[src/rtl/mac_pkg.sv]
// rtl/mac_pkg.sv - state encoding and width helpers shared by mac_accumulator and its adder
package mac_pkg;

  typedef enum logic {
    ST_ACCUM = 1'b0,
    ST_HOLD  = 1'b1
  } mac_state_t;

  function automatic int clog2(input int value);
    int result;
    result = 0;
    for (int v = value - 1; v > 0; v = v >> 1) begin
      result = result + 1;
    end
    return result;
  endfunction

  // A counter always needs at least one bit, even when LEN=1.
  function automatic int cnt_width(input int len);
    return (clog2(len) < 1) ? 1 : clog2(len);
  endfunction

endpackage

[src/rtl/mac_acc_add.sv]
// rtl/mac_acc_add.sv - ACC_W+1 bit accumulate adder with wrap or saturate select
// Saturation is selected by defining MAC_ACCUMULATOR_SATURATE_EN.
module mac_acc_add #(
  parameter int P_W   = 8,
  parameter int ACC_W = 10
) (
  input  logic [ACC_W-1:0] acc,
  input  logic [P_W-1:0]   p,
  output logic [ACC_W-1:0] next_acc,
  output logic             carry
);

  localparam int SUM_W = ACC_W + 1;

  logic [SUM_W-1:0] sum;

  assign sum   = {1'b0, acc} + SUM_W'(p);
  assign carry = sum[ACC_W];

`ifdef MAC_ACCUMULATOR_SATURATE_EN
  // Once pinned at all ones any further add carries again, so it stays pinned.
  assign next_acc = carry ? {ACC_W{1'b1}} : sum[ACC_W-1:0];
`else
  assign next_acc = sum[ACC_W-1:0];
`endif

endmodule

[src/rtl/mac_accumulator.sv]
// rtl/mac_accumulator.sv - sums LEN products from arraymultiplier into one held result
// Optional MAC_ACCUMULATOR_SATURATE_EN clamps the sum at all ones instead of wrapping.
module mac_accumulator
  import mac_pkg::*;
#(
  parameter int N     = 4,
  parameter int LEN   = 4,
  parameter int ACC_W = 10
) (
  input  logic             clk,
  input  logic             rst,
  input  logic             p_valid,
  output logic             p_ready,
  input  logic [2*N-1:0]   p,
  output logic             out_valid,
  input  logic             out_ready,
  output logic [ACC_W-1:0] acc,
  output logic             ovf
);

  localparam int             CNT_W    = cnt_width(LEN);
  localparam logic [CNT_W-1:0] CNT_LAST = CNT_W'(LEN - 1);

  mac_state_t       state;
  mac_state_t       state_nxt;
  logic [CNT_W-1:0] cnt;
  logic             accept;
  logic             last_accept;
  logic             take_result;
  logic [ACC_W-1:0] next_acc;
  logic             carry;

  assign accept      = p_valid && p_ready;
  assign last_accept = accept && (cnt == CNT_LAST);
  assign take_result = out_valid && out_ready;

  mac_acc_add #(
    .P_W   (2*N),
    .ACC_W (ACC_W)
  ) u_add (
    .acc      (acc),
    .p        (p),
    .next_acc (next_acc),
    .carry    (carry)
  );

  always_ff @(posedge clk) begin
    if (rst) begin
      state <= ST_ACCUM;
    end else begin
      state <= state_nxt;
    end
  end

  always_comb begin
    state_nxt = state;
    case (state)
      ST_ACCUM: if (last_accept) state_nxt = ST_HOLD;
      ST_HOLD:  if (out_ready)   state_nxt = ST_ACCUM;
      default:                   state_nxt = ST_ACCUM;
    endcase
  end

  always_comb begin
    p_ready   = (state == ST_ACCUM);
    out_valid = (state == ST_HOLD);
  end

  // Clearing on consumption rearms the block so the next sequence starts from zero.
  always_ff @(posedge clk) begin
    if (rst) begin
      cnt <= '0;
      acc <= '0;
      ovf <= 1'b0;
    end else if (accept) begin
      acc <= next_acc;
      ovf <= ovf | carry;
      cnt <= last_accept ? '0 : cnt + 1'b1;
    end else if (take_result) begin
      acc <= '0;
      ovf <= 1'b0;
    end
  end

endmodule

[config.mk]
export PLATFORM = sky130hd
export DESIGN_NAME = mac_accumulator
export DESIGN_NICKNAME = d
export VERILOG_FILES = /design/src/rtl/mac_pkg.sv /design/src/rtl/mac_acc_add.sv /design/src/rtl/mac_accumulator.sv
export SDC_FILE = /design/constraint.sdc
export NUM_CORES = 1
export LEC_CHECK = 0
export CORE_MARGIN = 2
export CORE_UTILIZATION = 43
export CTS_BUF_LIST = sky130_fd_sc_hd__clkbuf_4 sky130_fd_sc_hd__clkbuf_8
export DETAILED_ROUTE_END_ITERATION = 12
export PLACE_DENSITY = 0.86
export SLEW_MARGIN = 0
export SYNTH_ARGS = -nofsm -noshare
export SYNTH_HDL_FRONTEND = slang
export SYNTH_SLANG_ARGS = --single-unit
[constraint.sdc]
create_clock -name clk -period 2.1 [get_ports clk]
set_input_delay 0.63 -clock clk [delete_from_list [all_inputs] [get_ports clk]]
set_output_delay 0.63 -clock clk [all_outputs]
set_load 0.03 [all_outputs]
# Word-level counts from Yosys, hierarchy flattened
# Index checks and enable logic that the tools add are counted.
classes:
  n_reduce_logical: 4
  eq_ne: 1
  bitwise_logic: 2
  n_addsub: 2
  mux: 8
ops:
  columns: ["operator", "count"]
  rows:
  - ["10-bit two-way mux", 2]
  - ["10-bit by 8-bit adder with 11-bit output", 1]
  - ["1-bit two-way mux", 4]
  - ["1-bit logical AND", 3]
  - ["2-bit by 1-bit adder with 2-bit output, second input constant", 1]
  - ["2-bit equality test, second input constant", 1]
  - ["2-bit two-way mux", 1]
  - ["1-bit one-hot mux with 2 select lines", 1]
  - ["2-bit nonzero test", 1]
  - ["1-bit NOT", 1]
  - ["1-bit bitwise OR", 1]
totals:
  input_bits: 12
  elab_cells: 21
  output_inout_bits: 13
  ff_bits: 14

# Logic depth before layout (Yosys ltp)
logic_depth:
  ltp_word: 5
  ltp_mapped: 8
  ltp_nobuf: 8

# Modules after synthesis
# From an unflattened synthesis, not the netlist that was laid out.
unflattened:
  hier_cells: 112
  area_unflattened_um2: 965.9
modules_own_cells:
  columns: ["mod", "area_per_inst_um2", "cells_each", "instances", "seq_area_each_um2"]
  rows:
  - ["mac_accumulator", 530.5, 51, 1, 280.3]
  - ["mac_acc_add", 435.4, 61, 1, 0.0]

# Worst setup path before layout
# No wires, ideal clock.
synth_path:
  path_type: "input port to flip-flop"
  startpoint: "input p[0]"
  endpoint: "register acc[6]"
  path_slack_ps: -103
  n_path_buf: 0
  setup_ps: 117
  cell_stages: 8
  t_arrival_ps: 2085
  required_time_ps: 1983
  path_cell_list: "ha_1 > inv_1 > fa_1 > nor2b_1 > o31a_1 > o21a_1 > or3_1 > a32o_1"
synth_via:
  elab_chain_cells: 2
synth_rtl:
  columns: ["item", "line", "source"]
  rows:
  - ["start: declaration", "mac_accumulator.sv:14", "input logic [2*N-1:0] p,"]
  - ["10-bit by 8-bit adder with 11-bit output", "mac_acc_add.sv:17", "assign sum = {1'b0, acc} + SUM_W'(p);"]
  - ["10-bit two-way mux", "mac_accumulator.sv:75", "end else if (accept) begin"]
  - ["end signal: assignment", "mac_accumulator.sv:76", "acc <= next_acc;"]
  - ["end: declaration", "mac_accumulator.sv:17", "output logic [ACC_W-1:0] acc,"]
# Every way passes these cells.
# A chain may end at the register's enable or synchronous reset.

# Final worst setup path
layout_path:
  startpoint: "register acc[0]"
  endpoint: "output acc[0]"
# No word-level cell between the ends.

==> impl_summary.md <==
Logic synthesis
Summed over its instances, the top area cell type makes up 33.5% of the synthesized netlist area. The number of library cell types mapped by synthesis is 28. The number of enable-type register cells in the synthesized netlist is 0. The total of flip-flops plus latches after synthesis is 14. The prevailing post-synth register cell is sky130_fd_sc_hd__dfxtp_1.

sky130_fd_sc_hd__dfxtp_1 is the most common cell in the netlist. After synthesis, the cell types taking the most area are sky130_fd_sc_hd__dfxtp_1 33%, sky130_fd_sc_hd__ha_1 13%, sky130_fd_sc_hd__o21ai_0 4.8%. The number of nets in the synthesized netlist is 120. The most area-hungry cell type in the Yosys netlist is sky130_fd_sc_hd__dfxtp_1. Counting flops with an async set or reset pin after synthesis yields a share of 0%. Ranked by instance count, the synthesized netlist is headed by 14 x sky130_fd_sc_hd__dfxtp_1, 10 x sky130_fd_sc_hd__nor2_1, 9 x sky130_fd_sc_hd__ha_1.

After synthesis, the mean cell area works out to 8.54 um^2. Summing the sequential cell areas from Yosys gives 33.5% of the chip area. Synthesis produced a netlist whose cell count is 98. For this run, the number of Yosys warnings is 0. The synthesized netlist occupies a cell area of 837 um^2.

Drt
The DRC violation count after routing is 0. For this block, the initial DRC count from the detailed router was 6. The vias after detailed routing is 922.

The pre-antenna-repair detailed-routing pass consisted of 4 iterations. Dividing the detail-routed via count by the number of cells gives 5.62. Dividing the detail-routed wire length by the instance count gives 12.9 um. The remaining antenna violation count after routing is 0. Summed over all layers, the routed wires come to 2120 um.

Global route
The number of global-route vias before repair is 920. Entering global routing, the biggest net connects 9 pins. The total routing usage reported by global routing is 23.0%.

The first global-routing pass estimated 3630 um of wire. Global routing finished with a remaining overflow of 0. The number of antenna violations at the first check in global routing came to 0.

Clock network
CTS built an H-tree with a depth of 1. The tree built by TritonCTS fans out to 14 sinks. For this design, the CTS-stage hold fixing added 0 buffers. The clock latency at the later pin of the worst-skew pair is 0.29 ns. TritonCTS built the clock tree. After clock tree synthesis, the clock-pin slew on the worst setup and hold paths is 0.09 ns. The number of buffers inserted during clock tree synthesis is 3. The worst-case clock buffer depth is 2.

The library cell used as clock root buffer is sky130_fd_sc_hd__clkbuf_4.

Placement
The congestion estimate from routability-driven global placement came to 0.868. At the placement stage, the worst setup path has a slack of -0.579 ns. Detailed placement finished with a half-perimeter wire length of 1690 um. The count of input and output buffers is 24.

Cells and area
The post-route netlist has 20.1% of its cells at a drive strength greater than 1. The number of nets in the layout is 162. The number of antenna diodes in the final layout is 0. The synthesis-to-layout area growth is 53.8%.

Critical path
The top fanout value on the critical path is 3. The maximum cell stage delay along the critical path is 0.70 ns. STA classifies the critical path endpoint as an output port. The critical path startpoint category is a flip-flop.

The arrival time at the worst endpoint is 1.41 ns. The critical path is of the reg2out type. The slowest stage of the critical path is the sky130_fd_sc_hd__clkdlybuf4s50_1 cell.

The kind of cell with the highest combined delay along the critical path is buffers and inverters. Counting both buffers and inverters, the worst setup path holds a total of 1. The required time of the critical path is 1.47 ns. Walking the worst path, the cells encountered are clkdlybuf4s50_1.

Pwr
The power density over the cells is 657 nW/um^2. The peak supply drop is 437 uV. The static leakage is 0.574 nW.

Timing
The actual slew at the worst max-slew pin is 0.359 ns. The worst setup skew after layout is 0.00612 ns. The share of the clock period used by the worst path is 96.9%. Setup repair after global routing left no endpoint under its margin. Setup violations remaining at the end of the flow were counted as 0. The number of hold-slack violations in the final timing report was 0. The setup TNS after final layout is 0 ns. The worst setup margin is 0.0649 ns. The count of final max-slew check failures is 0.

The clock period could shrink to 2.04 ns. On the final layout, the worst hold slack is 0.463 ns. In this run the tightest slew margin relative to its limit is 75.8%. The highest attainable clock frequency is 0.491 GHz.

Outcome
The run finished with clean final reports.

Floorplan
The die is 48.1 um tall. The area of the die is 2320 um^2. The number of standard-cell rows in the floorplan is 15. The floorplan step defined a core boundary enclosing 1780 um^2.

In this run the count of I/O pins placed on the die edge is 25. For this configuration, the core starts out at a cell density of 46.9%. The width of the die is 48.1 um.

Worst hold path
The path class of the lowest-slack min-delay path is reg2reg.

Flow run
Across the run, the number of max-cap violations was 0.
[metrics by stage]
step | power, mW | std cells | cell area, um^2 | util (%)
global placement | 0.620 | 159 | 1210 | 67.7
global route | 0.897 | 164 | 1290 | 72.2
CTS | 0.845 | 164 | 1270 | 71.1
detailed placement | 0.632 | 159 | 1210 | 67.7
finish | 0.846 | 164 | 1290 | 72.2
floorplan | 0.502 | 98 | 842 | -
[state kept, by name, indices dropped and copies added, names as in the netlist]
signal,flops
acc,10
out_valid,1
cnt,2
ovf,1
[logic make-up (layout without fill, tap and decap cells)]
kind of cell               count (synthesis)  in the layout  synth area share (%)
and+or+nand+nor                           28             28                  15.1
AOI/OAI and AO/OA                         37             37                  29.7
xor gates and xnor gates                   3              3                  3.14
buffers and inverters                      6             47                  2.69
DFF                                       14             14                  33.5
adders and majority gates                 10             10                  15.8
[layout by cell type, fill, tap and decap left out, types with 2 or more instances in the layout]
master,synthesis,layout
sky130_fd_sc_hd__ha_1,9,8
sky130_fd_sc_hd__a22oi_1,2,2
sky130_fd_sc_hd__nor2_1,10,10
sky130_fd_sc_hd__a22o_1,3,3
sky130_fd_sc_hd__dlymetal6s2s_1,0,3
sky130_fd_sc_hd__a31oi_1,2,2
sky130_fd_sc_hd__nor3_1,3,2
sky130_fd_sc_hd__inv_1,5,3
sky130_fd_sc_hd__nand2_1,8,8
sky130_fd_sc_hd__clkdlybuf4s50_1,0,16
sky130_fd_sc_hd__clkbuf_4,0,3
sky130_fd_sc_hd__or3_1,2,2
sky130_fd_sc_hd__o21a_1,2,2
sky130_fd_sc_hd__a21oi_1,7,7
sky130_fd_sc_hd__xnor2_1,3,3
sky130_fd_sc_hd__inv_2,0,2
sky130_fd_sc_hd__a21o_1,2,2
sky130_fd_sc_hd__o21bai_1,2,2
sky130_fd_sc_hd__dlygate4sd2_1,0,2
sky130_fd_sc_hd__buf_4,0,14
sky130_fd_sc_hd__o21ai_0,8,7
sky130_fd_sc_hd__o211ai_1,2,2
sky130_fd_sc_hd__dfxtp_1,14,14
[worst paths after layout]
kind	startpoint	end	slack, ns	cells past startpoint
worst max-delay path	acc[0]$_SDFFE_PP0P_	acc[0]	0.06	1
worst min-delay path	cnt[1]$_SDFFE_PP0P_	cnt[1]$_SDFFE_PP0P_	0.46	2
worst max register to register	acc[0]$_SDFFE_PP0P_	acc[6]$_SDFFE_PP0P_	0.08	9
worst min register to register	cnt[1]$_SDFFE_PP0P_	cnt[1]$_SDFFE_PP0P_	0.46	2
[cell type report]
cell class	count	area, um^2
repair buffers	38	347
clock buffers	4	36.3
inverters	5	18.8
multi-input cells	78	574
fillers	149	495
flip-flops and latches	14	280
well taps	25	31.3
[repair_timing]
item	4_1_cts	5_1_grt
gates resized for setup	16	6
setup buffers	1	0
endpoints found under the setup margin	6	8
pin swaps	9	4
[layer usage]
metal | GRT usage [%] | up-vias | wire length [um] | share of wire (%)
li1 | - | 446 | - | -
met1 | 23.9 | 436 | 899 | 42
met2 | 41.6 | 32 | 1080 | 51
met3 | 4.07 | 8 | 79 | 3.7
met4 | 15.7 | 0 | 52 | 2.5
met5 | 0 | - | 0 | 0
[where the power goes]
group	total [mW]	internal [mW]	switching, mW
Combinational	0.334	0.168	0.166
Sequential	0.308	0.289	0.0194
Clock	0.204	0.106	0.0981
Total	0.846	0.563	0.283
No activity file was read; power rests on OpenSTA's default activity.
